### config.mk
export PLATFORM = sky130hd
export DESIGN_NAME = pipe_stage_reg
export DESIGN_NICKNAME = d
export VERILOG_FILES = /design/src/rtl/pipe_stage_reg.sv
export SDC_FILE = /design/constraint.sdc
export NUM_CORES = 1
export LEC_CHECK = 0
export ABC_AREA = 1
export ABC_CLOCK_PERIOD_IN_PS = 3070
export CORE_MARGIN = 4
export CORE_UTILIZATION = 40
export DETAILED_ROUTE_END_ITERATION = 10
export PLACE_DENSITY = 0.6
export SYNTH_ARGS = -nofsm -noshare
export SYNTH_HDL_FRONTEND = slang
export SYNTH_SLANG_ARGS = --single-unit
### constraint.sdc
create_clock -name clk -period 3.07 [get_ports clk]
set_clock_uncertainty 0.1 [all_clocks]
set_input_delay 0.4605 -clock clk [delete_from_list [all_inputs] [get_ports clk]]
set_output_delay 0.4605 -clock clk [all_outputs]
set_load 0.01 [all_outputs]
### src/rtl/pipe_stage_reg.sv
// pipe_stage_reg: two-entry elastic pipeline register (main + skid) with a
// ready/valid handshake on each side, synchronous flush and a saturating
// counter of starved downstream cycles.
//
// Ports
//   clk, rst_n             clock, async active-low reset
//   in_valid/in_ready      upstream handshake; in_data, in_rd payload/tag
//   out_valid/out_ready    downstream handshake; out_data, out_rd payload/tag
//   flush                  drops every held word at the next edge
//   bubble_cnt             edges where out_ready=1 but nothing was offered
module pipe_stage_reg #(
  parameter int DATA_W = 32,
  parameter int RD_W   = 5,
  parameter int CNT_W  = 16
) (
  input  logic              clk,
  input  logic              rst_n,
  input  logic              in_valid,
  output logic              in_ready,
  input  logic [DATA_W-1:0] in_data,
  input  logic [RD_W-1:0]   in_rd,
  output logic              out_valid,
  input  logic              out_ready,
  output logic [DATA_W-1:0] out_data,
  output logic [RD_W-1:0]   out_rd,
  input  logic              flush,
  output logic [CNT_W-1:0]  bubble_cnt
);

  localparam logic [1:0]       OCC_0   = 2'd0;
  localparam logic [1:0]       OCC_1   = 2'd1;
  localparam logic [1:0]       OCC_2   = 2'd2;
  localparam logic [CNT_W-1:0] CNT_MAX = '1;

  logic [1:0]        occ;
  logic [DATA_W-1:0] main_data, skid_data;
  logic [RD_W-1:0]   main_rd, skid_rd;
  logic              in_fire, out_fire;

  // Both handshake outputs come purely from occ, so there is no
  // out_ready -> in_ready path; the skid entry absorbs the extra word.
  assign in_ready  = (occ != OCC_2);
  assign out_valid = (occ != OCC_0);
  assign in_fire   = in_valid && in_ready;
  assign out_fire  = out_valid && out_ready;

  // Bubble zeroing: rd 0 downstream means "no writeback".
  assign out_data = out_valid ? main_data : '0;
  assign out_rd   = out_valid ? main_rd   : '0;

  always_ff @(posedge clk or negedge rst_n) begin
    if (!rst_n) begin
      occ       <= OCC_0;
      main_data <= '0;
      main_rd   <= '0;
      skid_data <= '0;
      skid_rd   <= '0;
    end else if (flush) begin
      // Flush wins over a same-cycle input transfer; that word is lost.
      occ       <= OCC_0;
      main_data <= '0;
      main_rd   <= '0;
      skid_data <= '0;
      skid_rd   <= '0;
    end else begin
      case (occ)
        OCC_0: begin
          if (in_fire) begin
            main_data <= in_data;
            main_rd   <= in_rd;
            occ       <= OCC_1;
          end
        end
        OCC_1: begin
          if (in_fire && out_fire) begin
            main_data <= in_data;
            main_rd   <= in_rd;
          end else if (in_fire) begin
            // main is held downstream, so the new word parks in skid
            skid_data <= in_data;
            skid_rd   <= in_rd;
            occ       <= OCC_2;
          end else if (out_fire) begin
            main_data <= '0;
            main_rd   <= '0;
            occ       <= OCC_0;
          end
        end
        OCC_2: begin
          if (out_fire) begin
            main_data <= skid_data;
            main_rd   <= skid_rd;
            if (in_fire) begin
              // Not reachable (in_ready=0 here) but kept well defined.
              skid_data <= in_data;
              skid_rd   <= in_rd;
            end else begin
              skid_data <= '0;
              skid_rd   <= '0;
              occ       <= OCC_1;
            end
          end
        end
        default: begin
          occ       <= OCC_0;
          main_data <= '0;
          main_rd   <= '0;
          skid_data <= '0;
          skid_rd   <= '0;
        end
      endcase
    end
  end

  // Starvation counter: saturates, ignores flush.
  always_ff @(posedge clk or negedge rst_n) begin
    if (!rst_n)
      bubble_cnt <= '0;
    else if (out_ready && !out_valid && bubble_cnt != CNT_MAX)
      bubble_cnt <= bubble_cnt + 1'b1;
  end

endmodule

### Word level (Yosys, flattened, before mapping)

Cells that the tools add are included.

| storage, ports and cells | value |
|---|---|
| logic and storage cells | 65 |
| flip-flop bits (word level) | 92 |
| output and inout port bits | 55 |
| input port bits | 42 |

| operators by class | value |
|---|---|
| multiplexer cells | 34 |
| $add $sub $neg | 1 |
| eq/ne operators | 13 |
| reduce and logical (&&, ||, !) cells | 11 |

Operator list:

| cell | number |
|---|---|
| 32-bit 2-to-1 mux | 11 |
| 32-bit case mux with 3 select lines | 2 |
| 5-bit 2-to-1 mux | 11 |
| 5-bit case mux with 3 select lines | 2 |
| 16-bit by 1-bit adder with 16-bit output, second input constant | 1 |
| 16-bit inequality test, second input constant | 1 |
| 3-bit inequality test, second input constant | 5 |
| 2-bit 2-to-1 mux | 7 |
| 4-bit inequality test, second input constant | 3 |
| 4-bit AND reduction | 2 |
| 2-bit case mux with 3 select lines | 1 |
| 1-bit logical AND | 5 |
| 5-bit AND reduction | 1 |
| 2-bit inequality test, second input constant | 2 |
| 2-bit by 1-bit == test with 1-bit output, second input constant | 1 |
| 2-bit == test, second input constant | 1 |
| 2-bit logical NOT | 1 |
| 2-bit nonzero test | 1 |
| 1-bit logical NOT | 1 |

### Logic depth before layout (Yosys ltp)

| logic depth | value |
|---|---|
| word-level depth | 7 |
| depth in mapped cells | 13 |
| depth with buffers taken out | 10 |

### Worst setup path before layout

OpenSTA, ideal clock, no wires.

| path | value |
|---|---|
| kind | register -> output |
| start | reg occ[0] |
| end | out out_data[10] |
| slack | 1064 ps |
| arrival time | 1446 ps |
| stages on the path, launching flop included | 8 |
| buffers on the path | 4 |
| required time | 2509 ps |
| cell sequence | dfrtp_1 > inv_1 > ha_1 > buf_4 > buf_2 > buf_2 > buf_2 > nor2_1 |

| between the ends | value |
|---|---|
| word-level cells in the longest chain between the ends | 2 |

Ends and longest elaborated chain:

| item | RTL line | source |
|---|---|---|
| from (decl) | 35 | `logic [1:0] occ;` |
| from (signal assigned) | 53 | `occ <= OCC_0;` |
| from (signal assigned) | 60 | `occ <= OCC_0;` |
| from (signal assigned) | 71 | `occ <= OCC_1;` |
| 2-bit nonzero test | 43 | `assign out_valid = (occ != OCC_0);` |
| 32-bit 2-to-1 mux | 48 | `assign out_data = out_valid ? main_data : '0;` |
| to (decl) | 24 | `output logic [DATA_W-1:0] out_data,` |

No other way between the ends.

### Worst setup path in the final report

| path | value |
|---|---|
| start | reg occ[0] |
| end | out out_data[9] |

Same word-level chain as after synthesis.

==> out/qor.txt <==
Final period util = 88.1%
terminus of the critical flop-to-flop path = skid_rd[4]$_DFFE_PN0P_
first-pass GRT wire length = 24,900 um
total power = 0.00536 W
Slew Limit Fails = 0
cts-stage hold buffer count = 0
CTS tree = yes
Register-to-Register Path Depth = 7
Post-Synthesis Cells = 791
Final min period = 2.70 ns
Yosys reg bits = 92
Cell Area, Synth = 0.00567 mm2
max_cap viols = 0
synth-to-layout area growth = 23.7%
Slew headroom = 28.4%
Setup TNS Final = 0 ns
post-synth cell types = 23
Iteration-0 DRC Markers = 285
Lkg Pwr = 3.12 nW
total core area = 0.0139 mm2
CTS buffer count = 9
Startpoint Class = flop
syn_area_per_cell = 7.17 um2
clock slew at reported path FFs = 0.07 ns
I/O pin count = 97
max incr delay on CP = 0.49 ns
drt drc = 0
worst-path fanout max = 72
starting density of the core = 40.9%
Setup crit end kind = output port
Synth Warn # = 0
Worst Setup Path Type = flop to output port
antenna violations before repair = 1
share of post-route cells with drive strength above 1 = 9.95%
Hold Violations, Final = 0
vias post-DR = 5,173
highest clock rate = 0.370 GHz
H-tree levels = 3
GRT Total Usage = 18.5%
ant diodes = 0
IR drop worst, VDD = 0.582 mV
GP Congestion = 0.827
die area = 0.0162 mm2
worst-margin pin slew = 1.07 ns
fill count = 1,359
drt total wl = 14,600 um
status = finished clean
# setup viols final = 0
Initial DRT Pass Iterations = 5
Multi-input gate area = 0.00272 mm2
critical path cell sequence = inv_1 > ha_2 > buf_12 > nor2_1 > clkdlybuf4s50_1
port buffer count = 96
WP buf/inv = 3
post-cts sizing count = 0
nets = 906
hpwl dp = 9330 um
Syn Nets = 838
via-per-instance ratio = 4.95
Die Height = 127 um
clock root buffer = clkbuf_16
R2R Path Start = occ[0]$_DFFE_PN0P_
Final ANT Viol Nets = 0
Slowest cell on crit path = clkdlybuf4s50_1
Rows = 43
Critical Path RT = 2.51 ns
largest net degree at the start of global routing = 83
Worst-Skew Late Latency = 0.34 ns
Die W = 127 um
Register Area = 0.00230 mm2
clk buf depth = 2
HP Class = input pin to async pin
buffer count from post-CTS setup fixing = 0
RSZ-0062 raised after global routing = false
pwr/cell area = 765 mW/mm2
CP arrival = 2.14 ns
vias in the first global route = 5,190
gr ovfl total = 0
wire per inst = 13.9 um
post-synthesis sequential area ratio = 40.6%
CP delay by family, top = buffers and inverters
register-to-register setup slack = 0.46 ns
TritonCTS sink count = 92
-- state kept, by name, indices dropped and copies added (netlist names) --
register and flops:
skid_rd 5, skid_data 32, bubble_cnt 16, main_rd 5, occ 2, main_data 32
-- cell usage after synthesis --
master,count,share of area [%]
buf_8,1,0.26
nand4_1,43,4.7
nand3_2,3,0.53
nand2_1,284,19
o21ai_2,33,5.1
nor2_1,62,4.1
nand4_2,1,0.22
inv_1,94,6.2
nand3_1,13,1.1
buf_2,23,2.0
xnor2_1,5,0.77
dfrtp_1,92,41
o21bai_1,37,4.9
o21ai_0,49,4.3
clkbuf_1,11,0.73
inv_2,4,0.26
ha_1,5,1.1
buf_4,6,0.79
nor2_2,2,0.22
a21oi_1,1,0.088
nand2_2,14,1.5
xor2_1,1,0.15
buf_6,7,1.4
-- cell usage in the layout, fill, tap and decap left out, types with 2 or more instances in the layout --
| master | n |
|---|---|
| dfrtp_1 | 92 |
| o21ai_0 | 49 |
| clkbuf_16 | 9 |
| nand2_2 | 13 |
| clkdlybuf4s50_1 | 95 |
| buf_12 | 2 |
| inv_2 | 4 |
| nand3_1 | 13 |
| bufinv_16 | 3 |
| nor2_1 | 62 |
| nor2_2 | 2 |
| ha_2 | 3 |
| o21bai_1 | 37 |
| ha_1 | 2 |
| nand4_1 | 43 |
| xnor2_1 | 5 |
| nand3_2 | 3 |
| o21ai_2 | 33 |
| nand2_1 | 284 |
| inv_1 | 94 |
| buf_4 | 8 |
-- power breakdown --
part	switching (W)	internal (W)	total (W)
Combinational	0.00151	0.000847	0.00236
Sequential	0.000199	0.00150	0.00170
Clock	0.000485	0.000818	0.00130
Total	0.00220	0.00317	0.00536
-- metal layers --
metal	wire, um	GRT usage [%]	part of all wire [%]	vias up
met5	19	0	0.13	-
met4	170	5.17	1.2	2
met3	638	3.22	4.4	15
met1	6580	23.7	45	2436
met2	7160	32.3	49	111
li1	-	-	-	2609
-- kinds of logic (layout without fill, tap and decap cells) --
family / count (synthesis) / after routing / synth area share [%]
XOR/XNOR: 6 / 6 / 0.926
buffers and inverters: 146 / 219 / 11.7
AO/OA/AOI/OAI: 120 / 120 / 14.4
AND/OR/NAND/NOR: 422 / 422 / 31.3
flip-flops: 92 / 92 / 40.6
adder cells (fa/ha/maj): 5 / 5 / 1.10
-- final cells by class --
type,instances,share of cell area (%)
Multi-Input combinational cell,553,38.8
Sequential cell,92,32.8
Timing Repair Buffer,105,15.0
Inverter,98,5.24
Clock buffer,10,3.41
Tap cell,180,3.21
Clock inverter,6,1.59
-- worst max-delay path by stage --
stage | from | slack [ns] | cells past startpoint | endpoint
2_1_floorplan | occ[0]$_DFFE_PN0P_ | 1.06 | 7 | out_data[10]
3_3_place_gp | in_valid | 0.48 | 9 | skid_rd[4]$_DFFE_PN0P_
3_5_place_dp | flush | 0.41 | 8 | skid_rd[4]$_DFFE_PN0P_
4_1_cts | occ[0]$_DFFE_PN0P_ | 0.34 | 5 | out_data[9]
5_1_grt | occ[0]$_DFFE_PN0P_ | 0.16 | 7 | skid_rd[4]$_DFFE_PN0P_
6_report | occ[0]$_DFFE_PN0P_ | 0.37 | 5 | out_data[9]
-- through the flow --
stage                     instances  utilization (%)  setup slack, ns  hold slack [ns]  instance area, um2
after global routing           1044             50.5            0.161            0.316                7020
after CTS                      1044             50.5            0.342            0.268                7020
after detailed placement       1028             48.0            0.410            0.371                6670
after floorplan                 791                -             1.06           0.0649                5670
final                          1044             50.5            0.366            0.201                7020
after global placement         1028             48.0            0.482            0.365                6670
No activity file was read; power rests on OpenSTA's default activity.
